--- src/rtl/ibuffer_warp.sv ---
// Per-warp instruction FIFO with a single-entry LW/SW replay slot.
// Optional IBUF_FLUSH_EN adds a flush port that empties the FIFO.
module ibuffer_warp #(
  parameter int DEPTH     = 4,
  parameter int PAYLOAD_W = 32
) (
  input  logic                 clk,
  input  logic                 rst,
  input  logic                 dep_valid,
  input  logic [4:0]           dep_src1,
  input  logic [4:0]           dep_src2,
  input  logic [4:0]           dep_dst,
  input  logic                 dep_src1_valid,
  input  logic                 dep_src2_valid,
  input  logic                 dep_dst_valid,
  input  logic                 dep_replayable,
  input  logic                 dep_SW_LWbar,
  input  logic [PAYLOAD_W-1:0] dep_payload,
  output logic                 ibuf_full,
  output logic [4:0]           src1,
  output logic [4:0]           src2,
  output logic [4:0]           dst,
  output logic                 src1_valid,
  output logic                 src2_valid,
  output logic                 dst_valid,
  output logic                 replayable,
  output logic                 RP_grt,
  input  logic                 full_Scb,
  input  logic                 dependent_Scb,
  input  logic [1:0]           ScbID_Scb,
  output logic                 replay_complete,
  output logic [1:0]           replay_complete_ScbID,
  output logic                 replay_SW_LWbar,
  output logic                 issue_req,
  input  logic                 issue_grt,
  output logic [PAYLOAD_W-1:0] issue_payload,
  output logic [1:0]           issue_ScbID,
  output logic                 issue_is_replay,
  input  logic                 mem_replay,
  input  logic                 mem_done,
`ifdef IBUF_FLUSH_EN
  input  logic                 flush,
`endif
  output logic                 empty_IB
);

  localparam int AW = $clog2(DEPTH);
  localparam int EW = PAYLOAD_W + 20;
  localparam logic [AW:0] FULL_CNT = (AW+1)'(DEPTH);

  localparam logic [1:0] S_FREE = 2'd0;
  localparam logic [1:0] S_WAIT = 2'd1;
  localparam logic [1:0] S_PEND = 2'd2;

  logic [EW-1:0]        mem_q [DEPTH];
  logic [AW-1:0]        rd_q, rd_d, wr_q, wr_d;
  logic [AW:0]          cnt_q, cnt_d;
  logic [1:0]           st_q, st_d;
  logic [PAYLOAD_W-1:0] spl_q, spl_d;
  logic [1:0]           sid_q, sid_d;
  logic                 ssw_q, ssw_d;
  logic                 rc_q, rc_d;
  logic [1:0]           rcid_q, rcid_d;
  logic                 rcsw_q, rcsw_d;

  logic          flush_w;
  logic          hv, replay_sel, head_ok;
  logic          push, pop;
  logic [EW-1:0] head;
  logic [EW-1:0] dep_ent;

`ifdef IBUF_FLUSH_EN
  assign flush_w = flush;
`else
  assign flush_w = 1'b0;
`endif

  assign dep_ent = {dep_payload, dep_SW_LWbar, dep_replayable,
                    dep_dst_valid, dep_src2_valid, dep_src1_valid,
                    dep_dst, dep_src2, dep_src1};

  assign head = mem_q[rd_q];
  assign hv   = (cnt_q != '0);

  assign src1       = head[4:0];
  assign src2       = head[9:5];
  assign dst        = head[14:10];
  assign src1_valid = hv & head[15];
  assign src2_valid = hv & head[16];
  assign dst_valid  = hv & head[17];
  assign replayable = hv & head[18];

  assign ibuf_full  = (cnt_q == FULL_CNT);
  assign empty_IB   = !hv && (st_q == S_FREE);
  assign replay_sel = (st_q == S_PEND);

  assign head_ok = hv & !full_Scb & !dependent_Scb
                 & !(head[18] & (st_q != S_FREE));

  assign issue_req = (replay_sel | head_ok) & !flush_w;
  assign RP_grt    = issue_grt & !replay_sel;

  assign issue_payload   = replay_sel ? spl_q : head[EW-1:20];
  assign issue_ScbID     = replay_sel ? sid_q : ScbID_Scb;
  assign issue_is_replay = replay_sel;

  assign replay_complete       = rc_q;
  assign replay_complete_ScbID = rcid_q;
  assign replay_SW_LWbar       = rcsw_q;

  assign pop  = issue_grt & !replay_sel & hv & !flush_w;
  assign push = dep_valid & (!ibuf_full | pop) & !flush_w;

  always_comb begin
    rd_d  = pop  ? rd_q + AW'(1) : rd_q;
    wr_d  = push ? wr_q + AW'(1) : wr_q;
    cnt_d = cnt_q;
    unique case ({push, pop})
      2'b10:   cnt_d = cnt_q + 1'b1;
      2'b01:   cnt_d = cnt_q - 1'b1;
      default: cnt_d = cnt_q;
    endcase
    if (flush_w) begin
      rd_d  = '0;
      wr_d  = '0;
      cnt_d = '0;
    end
  end

  always_comb begin
    st_d   = st_q;
    spl_d  = spl_q;
    sid_d  = sid_q;
    ssw_d  = ssw_q;
    rc_d   = 1'b0;
    rcid_d = rcid_q;
    rcsw_d = rcsw_q;
    unique case (st_q)
      S_FREE: if (pop && head[18]) begin
        st_d  = S_WAIT;
        spl_d = head[EW-1:20];
        sid_d = ScbID_Scb;
        ssw_d = head[19];
      end
      // mem_done takes priority over a simultaneous replay request
      S_WAIT: if (mem_done) begin
        st_d   = S_FREE;
        rc_d   = 1'b1;
        rcid_d = sid_q;
        rcsw_d = ssw_q;
      end else if (mem_replay) begin
        st_d = S_PEND;
      end
      S_PEND: if (issue_grt && !flush_w) st_d = S_WAIT;
      default: st_d = S_FREE;
    endcase
  end

  always_ff @(posedge clk) begin
    if (push) mem_q[wr_q] <= dep_ent;
  end

  always_ff @(posedge clk) begin
    if (!rst) begin
      rd_q   <= '0;
      wr_q   <= '0;
      cnt_q  <= '0;
      st_q   <= S_FREE;
      spl_q  <= '0;
      sid_q  <= '0;
      ssw_q  <= 1'b0;
      rc_q   <= 1'b0;
      rcid_q <= '0;
      rcsw_q <= 1'b0;
    end else begin
      rd_q   <= rd_d;
      wr_q   <= wr_d;
      cnt_q  <= cnt_d;
      st_q   <= st_d;
      spl_q  <= spl_d;
      sid_q  <= sid_d;
      ssw_q  <= ssw_d;
      rc_q   <= rc_d;
      rcid_q <= rcid_d;
      rcsw_q <= rcsw_d;
    end
  end

endmodule

--- config.mk ---
export PLATFORM = sky130hd
export DESIGN_NAME = ibuffer_warp
export DESIGN_NICKNAME = d
export VERILOG_FILES = /design/src/rtl/ibuffer_warp.sv
export SDC_FILE = /design/constraint.sdc
export NUM_CORES = 1
export LEC_CHECK = 0
export ABC_AREA = 1
export CORE_ASPECT_RATIO = 1.25
export CORE_MARGIN = 4
export CORE_UTILIZATION = 55
export CTS_CLUSTER_SIZE = 14
export DETAILED_ROUTE_END_ITERATION = 8
export PLACE_DENSITY = 0.79
export SETUP_SLACK_MARGIN = 0.3
export SLEW_MARGIN = 20
export SYNTH_ARGS = -nofsm -noshare
export SYNTH_HDL_FRONTEND = slang
export SYNTH_SLANG_ARGS = --single-unit
--- constraint.sdc ---
create_clock -name clk -period 10.75 [get_ports clk]
set_clock_uncertainty 0.2 [all_clocks]
set_input_delay 1.6125 -clock clk [delete_from_list [all_inputs] [get_ports clk]]
set_output_delay 1.6125 -clock clk [all_outputs]
set_load 0.01 [all_outputs]
## Word level (Yosys, flattened, before mapping)

Memory sizes are Yosys's and may differ from the RTL's. A register that Yosys moved wholly into a read port is not among the register bits.
Cells that the tools add are included.

- $add $sub $neg: 4
- Multipliers: 0
- Divide/modulo/power cells: 0
- $lt $le $gt $ge: 0
- Equal/unequal tests: 8
- Shift operators: 0
- Mux-type cells: 13
- Bitwise gates (word level): 13
- Reduce and logical (&&, ||, !) cells: 16

Operator list:

| cell | number |
|---|---|
| two-way mux 32 bit | 1 |
| two-way mux 2 bit | 7 |
| AND 1 bit | 11 |
| zero test 1 bit | 6 |
| one-hot mux 2 bit (3 select lines) | 1 |
| one-hot mux 3 bit (2 select lines) | 1 |
| AND reduction 2 bit | 3 |
| adder 2 x 1 -> 2 bit (second input constant) | 2 |
| equality test 2 x 1 -> 1 bit (second input constant) | 2 |
| equality test 2 bit (second input constant) | 2 |
| nonzero test 2 bit | 2 |
| adder 3 x 1 -> 3 bit (second input constant) | 1 |
| equality test 3 bit (second input constant) | 1 |
| two-way mux 1 bit | 3 |
| != test 3 bit (second input constant) | 1 |
| AND reduction 3 bit | 1 |
| nonzero test 3 bit | 1 |
| subtractor 3 x 1 -> 3 bit (second input constant) | 1 |
| logical AND 1 bit | 2 |
| zero test 2 bit | 1 |
| != test 2 x 1 -> 1 bit (second input constant) | 1 |
| != test 2 bit (second input constant) | 1 |
| OR 1 bit | 2 |

- Register bits: 48
- Bits in latches: 0
- Bits in writable memories: 208
- Bits in read-only memories: 0
- Bits of input ports: 62
- Output and inout bits: 62
- Word-level logic and storage cells: 65
- Memories: 1

Memory list:

| memory | words | bits a word | read ports | clocked after memory_dff | wr ports | RTL line | RTL |
|---|---|---|---|---|---|---|---|
| mem_q | 4 | 52 | 1 | 1 | 1 | 55 | `logic [EW-1:0] mem_q [DEPTH];` |

## Depth between registers and ports, before layout

- Depth after elaboration: 8
- Gate-level depth with buffers: 12
- Depth with buffers taken out: 12

## Worst setup path after synthesis

Ideal clock, no wire load.

- Kind: in2reg
- Start point: input port issue_grt
- End point: memory mem_q[0][0] (netlist bit), enable pin
- Setup time: 0.462 ns
- Arrival: 4.095 ns
- Required time: 10.088 ns
- Slack: 5.993 ns
- Stages: 4
- Path buffers: 0
- Cell sequence: nand2_4 -> nand2_1 -> nand2_1 -> nor2_1

- Cells in the longest elaborated chain, start to end: 6

Ends and longest elaborated chain:

| item | RTL line | RTL |
|---|---|---|
| from (decl) | 35 | `input logic issue_grt,` |
| AND 1 bit (2 in a row) | 111 | `assign pop = issue_grt & !replay_sel & hv & !flush_w;` |
| OR 1 bit | 112 | `assign push = dep_valid & (!ibuf_full \| pop) & !flush_w;` |
| AND 1 bit | 112 |  |
| two-way mux 1 bit | 160 | `if (push) mem_q[wr_q] <= dep_ent;` |
| two-way mux 1 bit (not written as such) | 160 |  |
| to (decl) | 55 |  |

Every way passes these cells.

==> summary.txt <==
Floorplan
  • Initial core utilization: 56.2%
  • Num rows: 55
  • CORE AREA: 18200 um2
  • Die Wd: 130 um
  • Full die area: 20900 um2
  • # IOs: ~120
  • Height of the die: 161 um

Critical path
  • CP endpoint kind: primary output
  • CP Launch Type: flip-flop
  • Req. time, crit path: slightly below 9 ns
  • R2R Setup Slk: about 7.4 ns
  • Setup Crit Path Kind: flip-flop to primary output
  • Arr. time, crit path: 3.03 ns
  • Crit Path Max Fanout: 78
  • Reg2reg path depth: 8
  • Worst R2R End: ssw_q

Power and ir drop
  • Internal: ~0.0020 W
  • Pwr Density: 226 nW/um2
  • Sequential Power Share: 43.1%
  • P_leak: roughly 4.3 nW
  • Total Power: 0.00279 W
  • Net load switching power: 0.000818 W
  • Worst VDD drop: 0.000146 V
  • Gate power share: 27.0%
  • Switching share of power: 29.4%
  • Clock power share: between 20% and 30%

Yosys
  • Share of the synthesized area in the top cell type: around 61%
  • Synth area leader: edfxtp_1
  • Yosys warnings: 0
  • Syn_nets: 958
  • Ys flop type: edfxtp_1
  • Yosys cell types: 27
  • Synthesized instance count: 890
  • Post-synth ARST share: 0%
  • Avg Inst Size Synth: approximately 12 um2
  • Seq/Total Area, Yosys: a little over two thirds
  • Synth cell count leaders: edfxtp_1 (208), nand2_1 (183), nor2_1 (118)
  • Synthesized area: 10200 um2
  • Dominant cells by area after synthesis: edfxtp_1 (61%), dfxtp_1 (9.8%), nand2_1 (6.7%)
  • Yosys reg bits: 258
  • Most numerous cell in the Yosys netlist: edfxtp_1
  • Post-synth EDFFs: 208

Clock tree
  • CTS sink cnt: between 200 and 300
  • H-tree depth: 1
  • Clock tree buffer depth: 3
  • Post-CTS Setup Inserts: 0
  • Clk slew on worst S/H paths: 0.06 ns
  • TritonCTS Buffers: 24
  • TritonCTS clock tree: yes
  • Post-cts gate resize count: 0
  • Clk Latency, worst-skew pair: 0.51 ns
  • Clock root buffer master: clkbuf_16
  • CTS hold repair buffers: 0

Place
  • Placer congestion estimate: 0.754
  • Hpwl dp: 12.0 mm
  • Port bufs: 123
  • Dpl cells: between 1000 and 1500

Layout
  • Final cell count without fillers: 1229
  • Share of post-route cells with drive strength above 1: 7.99%
  • Area Overhead vs Synth: 20.1%
  • Register area: about 7300 um2
  • Multi-input gate area: 2580 um2
  • Ant diodes: 0
  • Fin nets: 1051
  • Layout fillers: 1249

Worst hold path
  • Hold_sp: rd_q[1]
  • Hold Path Class: flip-flop to flip-flop
  • Hold path depth: 2

Routing
  • Via count: 6845
  • Drt via density: between 5 and 6
  • DR iter-0 viols: 582
  • Routed wire length: 21.5 mm
  • Final ANT Viol Nets: 0
  • Residual DRC: 0
  • TritonRoute pass-1 iters: 6
  • Routed len/inst: 17.5 um

GRT
  • Initial antenna violation count: 0
  • GRT Overall Usage: 20.6%
  • Largest net degree at the start of global routing: 105
  • Vias in the first global route: between 6000 and 7000
  • Global-route wire length before repair: roughly 34 mm
  • Grt total ovfl: 0

STA
  • Fin crit share: 45.0%
  • Setup_tns: 0 ns
  • Fmax: 207 MHz
  • Max_slew headroom: 32.0%
  • Setup violators final: 0
  • Least-Margin Pin Slew: 1.02 ns
  • Unrepaired setup endpoints after global routing: no
  • Final Hold Vio Count: 0
  • Tmin final: 4.84 ns
  • Hold_ws: 0.260 ns
  • Pins Over Slew Limit: 0

Run status
  • Status: finished, final reports clean

Run
  • Max-cap violation count: 0
[state kept, by name, indices dropped and copies added, names as in the netlist, named ones only]
| name | cells |
|---|---|
| replay_complete_ScbID | 2 |
| spl_q | 32 |
| rd_q | 2 |
| replay_complete | 1 |
| cnt_q | 3 |
| ssw_q | 1 |
| st_q | 2 |
| sid_q | 2 |
| mem_q | 208 |
| replay_SW_LWbar | 1 |
| wr_q | 2 |
[how the worst max path moves through the flow]
stage	cells after the start	endpoint
6_report	7	issue_payload[31]
5_1_grt	7	issue_payload[28]
4_1_cts	7	issue_payload[31]
3_5_place_dp	5	issue_req
3_3_place_gp	5	issue_req
2_1_floorplan	4	mem_q[0][0]
[worst max-delay path, stage by stage, from the launching register on]
cell and delay, ns:
dfxtp_4 0.34, clkinv_2 0.28, buf_4 0.68, o21ai_0 0.18
o22ai_1 0.22, nand2_1 0.08, nand2_1 0.14, clkdlybuf4s50_1 0.55
[placed cells by master, fill, tap and decap left out, drive strengths merged]
master | netlist | layout
clkdlybuf4s50 | 0 | 123
bufinv | 0 | 1
ha | 5 | 5
dfxtp | 50 | 50
fa | 1 | 1
clkbuf | 22 | 39
nand2 | 195 | 195
inv | 25 | 24
nor4 | 1 | 1
clkinv | 1 | 6
o21ai | 109 | 109
a21oi | 53 | 53
nor3 | 4 | 4
edfxtp | 208 | 208
buf | 42 | 8
o22ai | 49 | 49
nor2 | 119 | 119
nand3 | 6 | 6
[logic make-up after synthesis]
group / synth area share (%)
AO/OA/AOI/OAI: 11.3
AND/OR/NAND/NOR: 12.8
adder cells (fa/ha/maj): 0.806
flip-flops: 70.8
buffers and inverters: 4.31
[layer usage]
metal  GRT usage [%]  up-vias  part of all wire (%)
met5               0        -                     0
met4            5.86        0                   1.9
met3            3.26       38                   6.8
met2            35.0      229                    51
met1            27.4     3297                    41
li1                -     3281                     -
[layout make-up]
cell class                 instances  share of cell area [%]
inverter                          26                   0.814
clock buffer                      39                    6.00
tap                              228                    2.32
sequential                       258                    58.9
multi-input combinational        542                    21.0
clock inverter                     5                   0.437
timing repair buffer             131                    10.5
[power by group through the flow]
stage	Sequential (W)	Clock, W	Combinational (W)
finish	0.00120	0.000831	0.000752
global route	0.00121	0.000887	0.000831
CTS	0.00120	0.000841	0.000757
detailed placement	0.00122	0	0.000751
global placement	0.00122	0	0.000742
floorplan	0.00122	0	0.000466
[stage by stage]
stage | instance area [um2] | utilization, % | worst slack (ns)
floorplan | 10200 | - | 5.99
global placement | 11500 | 63.1 | 6.05
detailed placement | 11500 | 63.1 | 6.05
CTS | 12300 | 67.5 | 5.91
global route | 12300 | 67.5 | 5.70
finish | 12300 | 67.5 | 5.91
Power figures use the tool's default switching activity.
